===== src/rtl/hazard_scoreboard_unit.sv =====
// Scoreboard-based stall / forward / flush control for an in-order pipeline with DEPTH post-ID stages.
// Optional performance counters are compiled in with `define HDU_PERF_CNT_EN.
module hazard_scoreboard_unit #(
  parameter int DEPTH      = 3,
  parameter int REG_AW     = 5,
  parameter int STORE_NEED = 1,
  parameter int SW         = $clog2(DEPTH + 1)
) (
  input  logic              clk,
  input  logic              rst_n,
  input  logic              valid_ID,
  input  logic              branch_ID,
  input  logic [REG_AW-1:0] rs1_ID,
  input  logic [REG_AW-1:0] rs2_ID,
  input  logic              rs1use_ID,
  input  logic              rs2use_ID,
  input  logic              rs2late_ID,
  input  logic [REG_AW-1:0] rd_ID,
  input  logic              wen_ID,
  input  logic [SW-1:0]     rdy_stage_ID,
  output logic              PC_EN_IF,
  output logic              reg_FD_EN,
  output logic              reg_FD_flush,
  output logic              reg_DE_flush,
  output logic [SW-1:0]     fwd_sel_A,
  output logic [SW-1:0]     fwd_sel_B,
  output logic [SW-1:0]     fwd_ls_sel,
  output logic [31:0]       stall_cnt,
  output logic [31:0]       flush_cnt
);

  logic              v_reg   [1:DEPTH];
  logic [REG_AW-1:0] rd_reg  [1:DEPTH];
  logic              wen_reg [1:DEPTH];
  logic [SW-1:0]     rdy_reg [1:DEPTH];
  logic [SW-1:0]     ls_reg  [1:DEPTH];

  logic stall;
  logic issue;

  // One lookup per source operand; index 0 = rs1, index 1 = rs2.
  for (genvar gi = 0; gi < 2; gi++) begin : src_gen
    logic [REG_AW-1:0] src;
    logic              used;
    int                need;
    logic              hit;
    int                hk;
    logic [SW-1:0]     hrdy;
    logic [SW-1:0]     sel;
    logic [SW-1:0]     late;
    logic              stl;

    if (gi == 0) begin : rs1_g
      assign src  = rs1_ID;
      assign used = rs1use_ID;
      assign need = 0;
    end else begin : rs2_g
      assign src  = rs2_ID;
      assign used = rs2use_ID;
      assign need = rs2late_ID ? STORE_NEED : 0;
    end

    always_comb begin
      hit  = 1'b0;
      hk   = 0;
      hrdy = '0;
      // Scan oldest to youngest so the youngest matching producer is left in hk.
      for (int k = DEPTH; k >= 1; k--) begin
        if (v_reg[k] && wen_reg[k] && rd_reg[k] == src && src != '0) begin
          hit  = 1'b1;
          hk   = k;
          hrdy = rdy_reg[k];
        end
      end
      sel  = '0;
      late = '0;
      stl  = 1'b0;
      if (used && hit) begin
        if (int'(hrdy) <= hk) begin
          sel = SW'(hk);
        end else if (int'(hrdy) <= hk + need) begin
          // Late case implies hk < rdy <= DEPTH, so hk + need stays in range for STORE_NEED = 1.
          late = SW'(hk + need);
        end else begin
          stl = 1'b1;
        end
      end
    end
  end

  assign stall = valid_ID & (src_gen[0].stl | src_gen[1].stl);
  assign issue = valid_ID & ~stall;

  assign PC_EN_IF     = ~stall;
  assign reg_FD_EN    = ~stall;
  assign reg_DE_flush = stall;
  assign reg_FD_flush = branch_ID & ~stall;
  assign fwd_sel_A    = src_gen[0].sel;
  assign fwd_sel_B    = src_gen[1].sel;
  assign fwd_ls_sel   = v_reg[STORE_NEED] ? ls_reg[STORE_NEED] : '0;

  always_ff @(posedge clk or negedge rst_n) begin
    if (!rst_n) begin
      for (int k = 1; k <= DEPTH; k++) begin
        v_reg[k]   <= 1'b0;
        rd_reg[k]  <= '0;
        wen_reg[k] <= 1'b0;
        rdy_reg[k] <= '0;
        ls_reg[k]  <= '0;
      end
    end else begin
      v_reg[1]   <= issue;
      rd_reg[1]  <= rd_ID;
      wen_reg[1] <= wen_ID;
      rdy_reg[1] <= rdy_stage_ID;
      ls_reg[1]  <= issue ? src_gen[1].late : '0;
      for (int k = 2; k <= DEPTH; k++) begin
        v_reg[k]   <= v_reg[k-1];
        rd_reg[k]  <= rd_reg[k-1];
        wen_reg[k] <= wen_reg[k-1];
        rdy_reg[k] <= rdy_reg[k-1];
        ls_reg[k]  <= ls_reg[k-1];
      end
    end
  end

`ifdef HDU_PERF_CNT_EN
  logic [31:0] stall_cnt_reg;
  logic [31:0] flush_cnt_reg;

  always_ff @(posedge clk or negedge rst_n) begin
    if (!rst_n) begin
      stall_cnt_reg <= '0;
      flush_cnt_reg <= '0;
    end else begin
      if (stall && stall_cnt_reg != 32'hFFFF_FFFF) stall_cnt_reg <= stall_cnt_reg + 32'd1;
      if (reg_FD_flush && flush_cnt_reg != 32'hFFFF_FFFF) flush_cnt_reg <= flush_cnt_reg + 32'd1;
    end
  end

  assign stall_cnt = stall_cnt_reg;
  assign flush_cnt = flush_cnt_reg;
`else
  assign stall_cnt = '0;
  assign flush_cnt = '0;
`endif

  rdy_legal: assert property (@(posedge clk) disable iff (!rst_n)
    (valid_ID && wen_ID) |-> (rdy_stage_ID != '0 && int'(rdy_stage_ID) <= DEPTH));

endmodule


===== config.mk =====
export PLATFORM = sky130hd
export DESIGN_NAME = hazard_scoreboard_unit
export DESIGN_NICKNAME = d
export VERILOG_FILES = /design/src/rtl/hazard_scoreboard_unit.sv
export SDC_FILE = /design/constraint.sdc
export NUM_CORES = 1
export LEC_CHECK = 0
export ABC_AREA = 1
export BUFFER_PORTS_ARGS = -buffer_cell sky130_fd_sc_hd__buf_2
export CAP_MARGIN = 20
export CORE_ASPECT_RATIO = 1.2
export CORE_MARGIN = 8
export CORE_UTILIZATION = 25
export DETAILED_ROUTE_END_ITERATION = 7
export GPL_TIMING_DRIVEN = 0
export HOLD_SLACK_MARGIN = 0.08
export PLACE_DENSITY_LB_ADDON = 0.1
export SLEW_MARGIN = 20
export SYNTH_ARGS = -nofsm -noshare
export SYNTH_HDL_FRONTEND = slang
export SYNTH_SLANG_ARGS = --single-unit

===== constraint.sdc =====
create_clock -name clk -period 4.6 [get_ports clk]
set_clock_uncertainty 0.15 [all_clocks]
set_input_delay 0.92 -clock clk [delete_from_list [all_inputs] [get_ports clk]]
set_output_delay 0.92 -clock clk [all_outputs]
set_load 0.02 [all_outputs]

# Word level (Yosys, flattened, before mapping)
# Index checks and enable logic that the tools add are counted.
# totals
regBits,29
latchBits,0
ram_bits,0
rom_bits,0
in_bits,25
elab_cells,80
mem_count,0
# op_classes
addsub,1
mul,0
n_div,0
magnitude_cmp,3
n_eq_ne,6
shifts,0
muxes,33
bitwise,5
reduce_logical,19
# ops
operator,count
$mux W32,4
$le A3 B32 Y1,3
$mux W2,17
$add A32 B2 Y32,1
$eq A5 B5 Y1,6
$logic_and A1 B1 Y1,17
$mux W1,12
$reduce_bool A5 Y1,2
$and A1 B1 Y1,3
$not A1 Y1,1
$or A1 B1 Y1,1

# Depth between registers and ports, before layout
# depth
word_depth,16
ltp_mapped,22

# Worst setup path after synthesis
# No wires, ideal clock.
# synth_timing
path_kind,input to output
from,in rs2_ID[3]
to,out reg_FD_EN
arrival_ns,3.181
required_time_ns,3.530
path_slack_ns,0.349
stages,19
path_buffers,1
cell_sequence,inv_2 nand3_1 nor2_2 nor2_1 nand2_1 inv_1 nand2_1 nand2_1 ha_1 ha_1 inv_1 ha_1 a21oi_1 nand2_1 nor2_1 nand3_2 nand2_2 nand2_2 buf_4
# synth_via
elab_chain_cells,14
word_cells_on_any_way,29
# synth_lines
item,line,text
"start, declared",14,"input logic [REG_AW-1:0] rs2_ID,"
$eq A5 B5 Y1,69,if (v_reg[k] && wen_reg[k] && rd_reg[k] == src && src != '0) begin
$logic_and A1 B1 Y1 (2 in a row),69,
$mux W2,69,
$mux W32 (2 in a row),69,
$add A32 B2 Y32,--,
$le A3 B32 Y1,81,end else if (int'(hrdy) <= hk + need) begin
$mux W1,81,
$mux W1,79,if (int'(hrdy) <= hk) begin
$mux W1 (*),78,if (used && hit) begin
$or A1 B1 Y1 (*),91,assign stall = valid_ID & (src_gen[0].stl | src_gen[1].stl);
$and A1 B1 Y1 (*),91,
$not A1 Y1 (*),--,
"end, declared",22,"output logic reg_FD_EN,"
# Mark *: on every way between the ends. The rest lies on a longest branch, timed or not.

# Worst setup path in the final report
# layout_timing
from,in rs2_ID[1]
to,out reg_FD_EN
# layout_via
elab_chain_cells,14
word_cells_on_any_way,29
# layout_lines
item,line,text
$eq A5 B5 Y1,69,
$logic_and A1 B1 Y1 (2 in a row),69,
$mux W2,69,
$mux W32 (2 in a row),69,
$add A32 B2 Y32,--,
$le A3 B32 Y1,81,
$mux W1,81,
$mux W1,79,
$mux W1 (*),78,
$or A1 B1 Y1 (*),91,
$and A1 B1 Y1 (*),91,
$not A1 Y1 (*),95,assign reg_FD_EN = ~stall;
# Marks and branches as above.

==> impl_metrics.py <==
metrics = {
    "timing": {
        "period_share": 0.959,
        "tightest_slew_ns": 0.652,
        "setup_violations": 0,
        "hold_violations": 0,
        "drv_slew": 0,
        "period_minus_slack_ns": 4.41,
        "tns_ns": 0,
        "relSlewSlack": 0.565,
        "fmax_mhz": 227,
    },
    "power_and_ir_drop": {
        "leakage_nw": 1.83,
        "power.density_nw_per_um2": 213,
        "power_uw": 666,
        "vdd_drop_max_v": 0.0000966,
    },
    "floorplan": {
        "die_y_um": 121,
        "start_util": 0.256,
        "fp.dieW_um": 104,
        "ios": 99,
        "dieArea_sq_um": 12500,
        "rows": 38,
        "core_area_sq_um": 8990,
    },
    "setup_path": {
        "critical-path-max-stage-delay_ns": 0.26,
        "critical_path_class": "primary input to output port",
        "start_kind": "primary input",
        "end_kind": "output port",
        "crit_fanout": 4,
        "crit_top_cell": "nand2_2",
        "cp_num_buf_inv": 7,
        "r2r-end": "v_reg[2]",
        "path_cells": "buf_2, inv_2, nand2_1, nand2_1, clkinv_1, nand2_1, nor2_2, nand2_2, nand2_2, nand2_2, ha_4, ha_4, inv_2, ha_4, inv_1, o21bai_1, nand2_1, nor2_2, nand3_2, nand2_2, nand2_2, buf_4, buf_4",
        "cp.required_ns": 3.53,
        "crit_family": "simple AND/OR/NAND/NOR gates",
        "reg2reg_depth": 20,
        "critical_path.slowest_cell": "ha_4",
        "crit_arrival_ns": 3.34,
        "rrSetupSlack_ns": 1.86,
        "r2r-start": "rd_reg[8]",
    },
    "global_route": {
        "grt-busiest-layer": "met2",
        "met2_usage": 0.159,
        "grt.met1_usage": 0.0951,
        "grt_pass1_wl_um": 9110,
        "grt_usage": 0.0885,
        "grt_pass1_vias": 1927,
        "gr-usage-met3": 0.0282,
        "overflow": 0,
        "antenna_found_initial": 0,
        "grt_max_degree": 30,
    },
    "routing": {
        "drtIter0Drc": 48,
        "via_per_inst": 3.56,
        "vias": 1935,
        "wl_per_cell_um": 10.2,
        "first_pass_iters": 4,
        "route.detailed.drc": 0,
        "wirelength_um": 5540,
        "drtAntennaViolNets": 0,
    },
    "cells_and_area": {
        "stdcell_area_sq_um": 3120,
        "instances_no_fill": 543,
        "final_util": 0.347,
        "nFillCells": 951,
        "nets": 455,
        "diodes": 0,
        "largest_reg_flops": 15,
        "area_growth_pct": 35.5,
        "drive_gt1_frac": 0.385,
    },
    "synth": {
        "yosysUniqueCellTypes": 27,
        "avgSynthCellArea_sq_um": 7.52,
        "ys_seq_area_frac": 0.315,
        "synth_seq_cells": 29,
        "synthCells": 306,
        "synth_area_sq_um": 2300,
        "yosys_warnings": 0,
    },
    "place": {
        "gp_congestion": 0.785,
        "placedCellCount": 523,
        "dp_hpwl_um": 4750,
        "io_buffers": 34,
        "place_area_sq_um": 2860,
    },
    "worst_hold_path": {
        "min-delay-start": "wen_reg[2]",
        "min_to": "wen_reg[1]",
        "min_path_cells": 0,
        "hold_class": "flop to flop",
    },
    "clocking": {
        "htree_num_levels": 2,
        "ctsHoldBuffers": 0,
        "path_clk_slew_ns": 0.07,
        "cts_root_buf": "clkbuf_8",
        "clk_latency_ns": 0.28,
        "clock-sinks": 29,
        "cts.path.max_buffers": 2,
        "cts_tree": "yes",
        "cts_made_buffers": 5,
    },
    "status": {
        "status": "completed",
    },
    "run": {
        "cap_violations": 0,
    },
}
## power by group
group          total (mW)  internal [mW]  switching [mW]
combinational       0.181         0.0723           0.109
clock               0.207          0.106           0.101
sequential          0.278          0.267          0.0108
total               0.666          0.445           0.221
## logic make-up after synthesis
| group | after synthesis | synth area share |
|---|---|---|
| other cells | 1 | 0.00163 |
| simple gates | 133 | 0.273 |
| xor+xnor | 10 | 0.0380 |
| flops | 29 | 0.315 |
| fa+ha+maj | 8 | 0.0435 |
| compound gates | 18 | 0.0484 |
| buf+inv | 107 | 0.280 |
## synthesized netlist by cell type
cell type	count	share of area
or2_4	1	0.0038
nand3_1	11	0.024
nor2_4	2	0.0098
clkinv_1	2	0.0033
nand3_4	1	0.0076
nor2_1	17	0.028
xnor2_1	10	0.038
inv_2	7	0.011
nand2_1	79	0.13
conb_1	1	0.0016
dfrtp_1	29	0.32
inv_1	33	0.054
buf_4	65	0.21
nor2_2	7	0.019
nand2_2	5	0.014
ha_1	8	0.043
a21oi_1	6	0.013
a22oi_1	1	0.0033
o21ai_0	3	0.0065
nand3b_1	1	0.0033
a31oi_1	2	0.0054
o22ai_1	2	0.0054
a21oi_2	3	0.011
nand2_4	2	0.0098
nand3_2	4	0.017
o21bai_1	1	0.0033
nand4_1	3	0.0082
## worst reg2reg max path, stage by stage (launching register included)
cell and delay (ns):
dfrtp_1 0.43, inv_1 0.08, nand2_1 0.06, nand2_1 0.05, clkinv_1 0.04, nand2_1 0.06
nor2_2 0.14, nand2_2 0.10, nand2_2 0.10, nand2_2 0.07, ha_4 0.17, ha_4 0.25
inv_2 0.04, ha_4 0.26, inv_1 0.03, o21bai_1 0.12, nand2_1 0.10, nor2_2 0.12
nand3_2 0.10, nand3_2 0.12, inv_1 0.05
## layout make-up
cell class	count	area (sq um)	share of cell area
Buffer	65	488	0.156
Clock buffer	5	68.8	0.0221
Clock inverter	3	22.5	0.00722
Inverter	42	160	0.0513
Multi-Input combinational cell	233	1240	0.398
Sequential cell	29	726	0.233
Tap cell	120	150	0.0481
Timing Repair Buffer	46	263	0.0842
## metal layers
layer  up-vias  wire length, um
met4         0               79
met2        61             2790
li1       1039                -
met5         -                0
met3         5              387
met1       830             2280
## stage by stage
step                      hold WS (ns)  setup slack [ns]
after floorplan                  0.204             0.349
after global placement           0.209            -0.104
after detailed placement         0.213            -0.114
after CTS                        0.231            0.0239
after global routing             0.236           -0.0456
final                            0.228             0.190
## cells in the final DEF (no fill, tap or decap), drive strengths merged
| cell type | count |
|---|---|
| clkbuf | 5 |
| xnor2 | 10 |
| a31oi | 2 |
| buf | 111 |
| clkinv | 2 |
| inv | 40 |
| a21oi | 9 |
| o21ai | 3 |
| a22oi | 1 |
| o22ai | 2 |
| clkinvlp | 3 |
| nand3b | 1 |
| dfrtp | 29 |
| o21bai | 1 |
| nand3 | 16 |
| nor2 | 26 |
| conb | 64 |
| nand4 | 3 |
| or2 | 1 |
| ha | 8 |
| nand2 | 86 |
## worst max path at each step
stage	cells past startpoint	startpoint	to	slack [ns]
detailed placement	22	rs2_ID[3]	reg_FD_EN	-0.11
CTS	21	rs2_ID[3]	reg_FD_EN	0.02
finish	23	rs2_ID[1]	reg_FD_EN	0.19
floorplan	19	rs2_ID[3]	reg_FD_EN	0.35
global route	24	rs2_ID[1]	reg_FD_EN	-0.05
global placement	22	rs2_ID[3]	reg_FD_EN	-0.10
## timing repair
| item | 4_1_cts | 5_1_grt |
|---|---|---|
| setup buffers | 2 | 10 |
| pin swaps | 3 | 9 |
| endpoints found under the setup margin | 2 | 4 |
| resized for setup | 2 | 16 |
No activity file was read; power rests on OpenSTA's default activity.
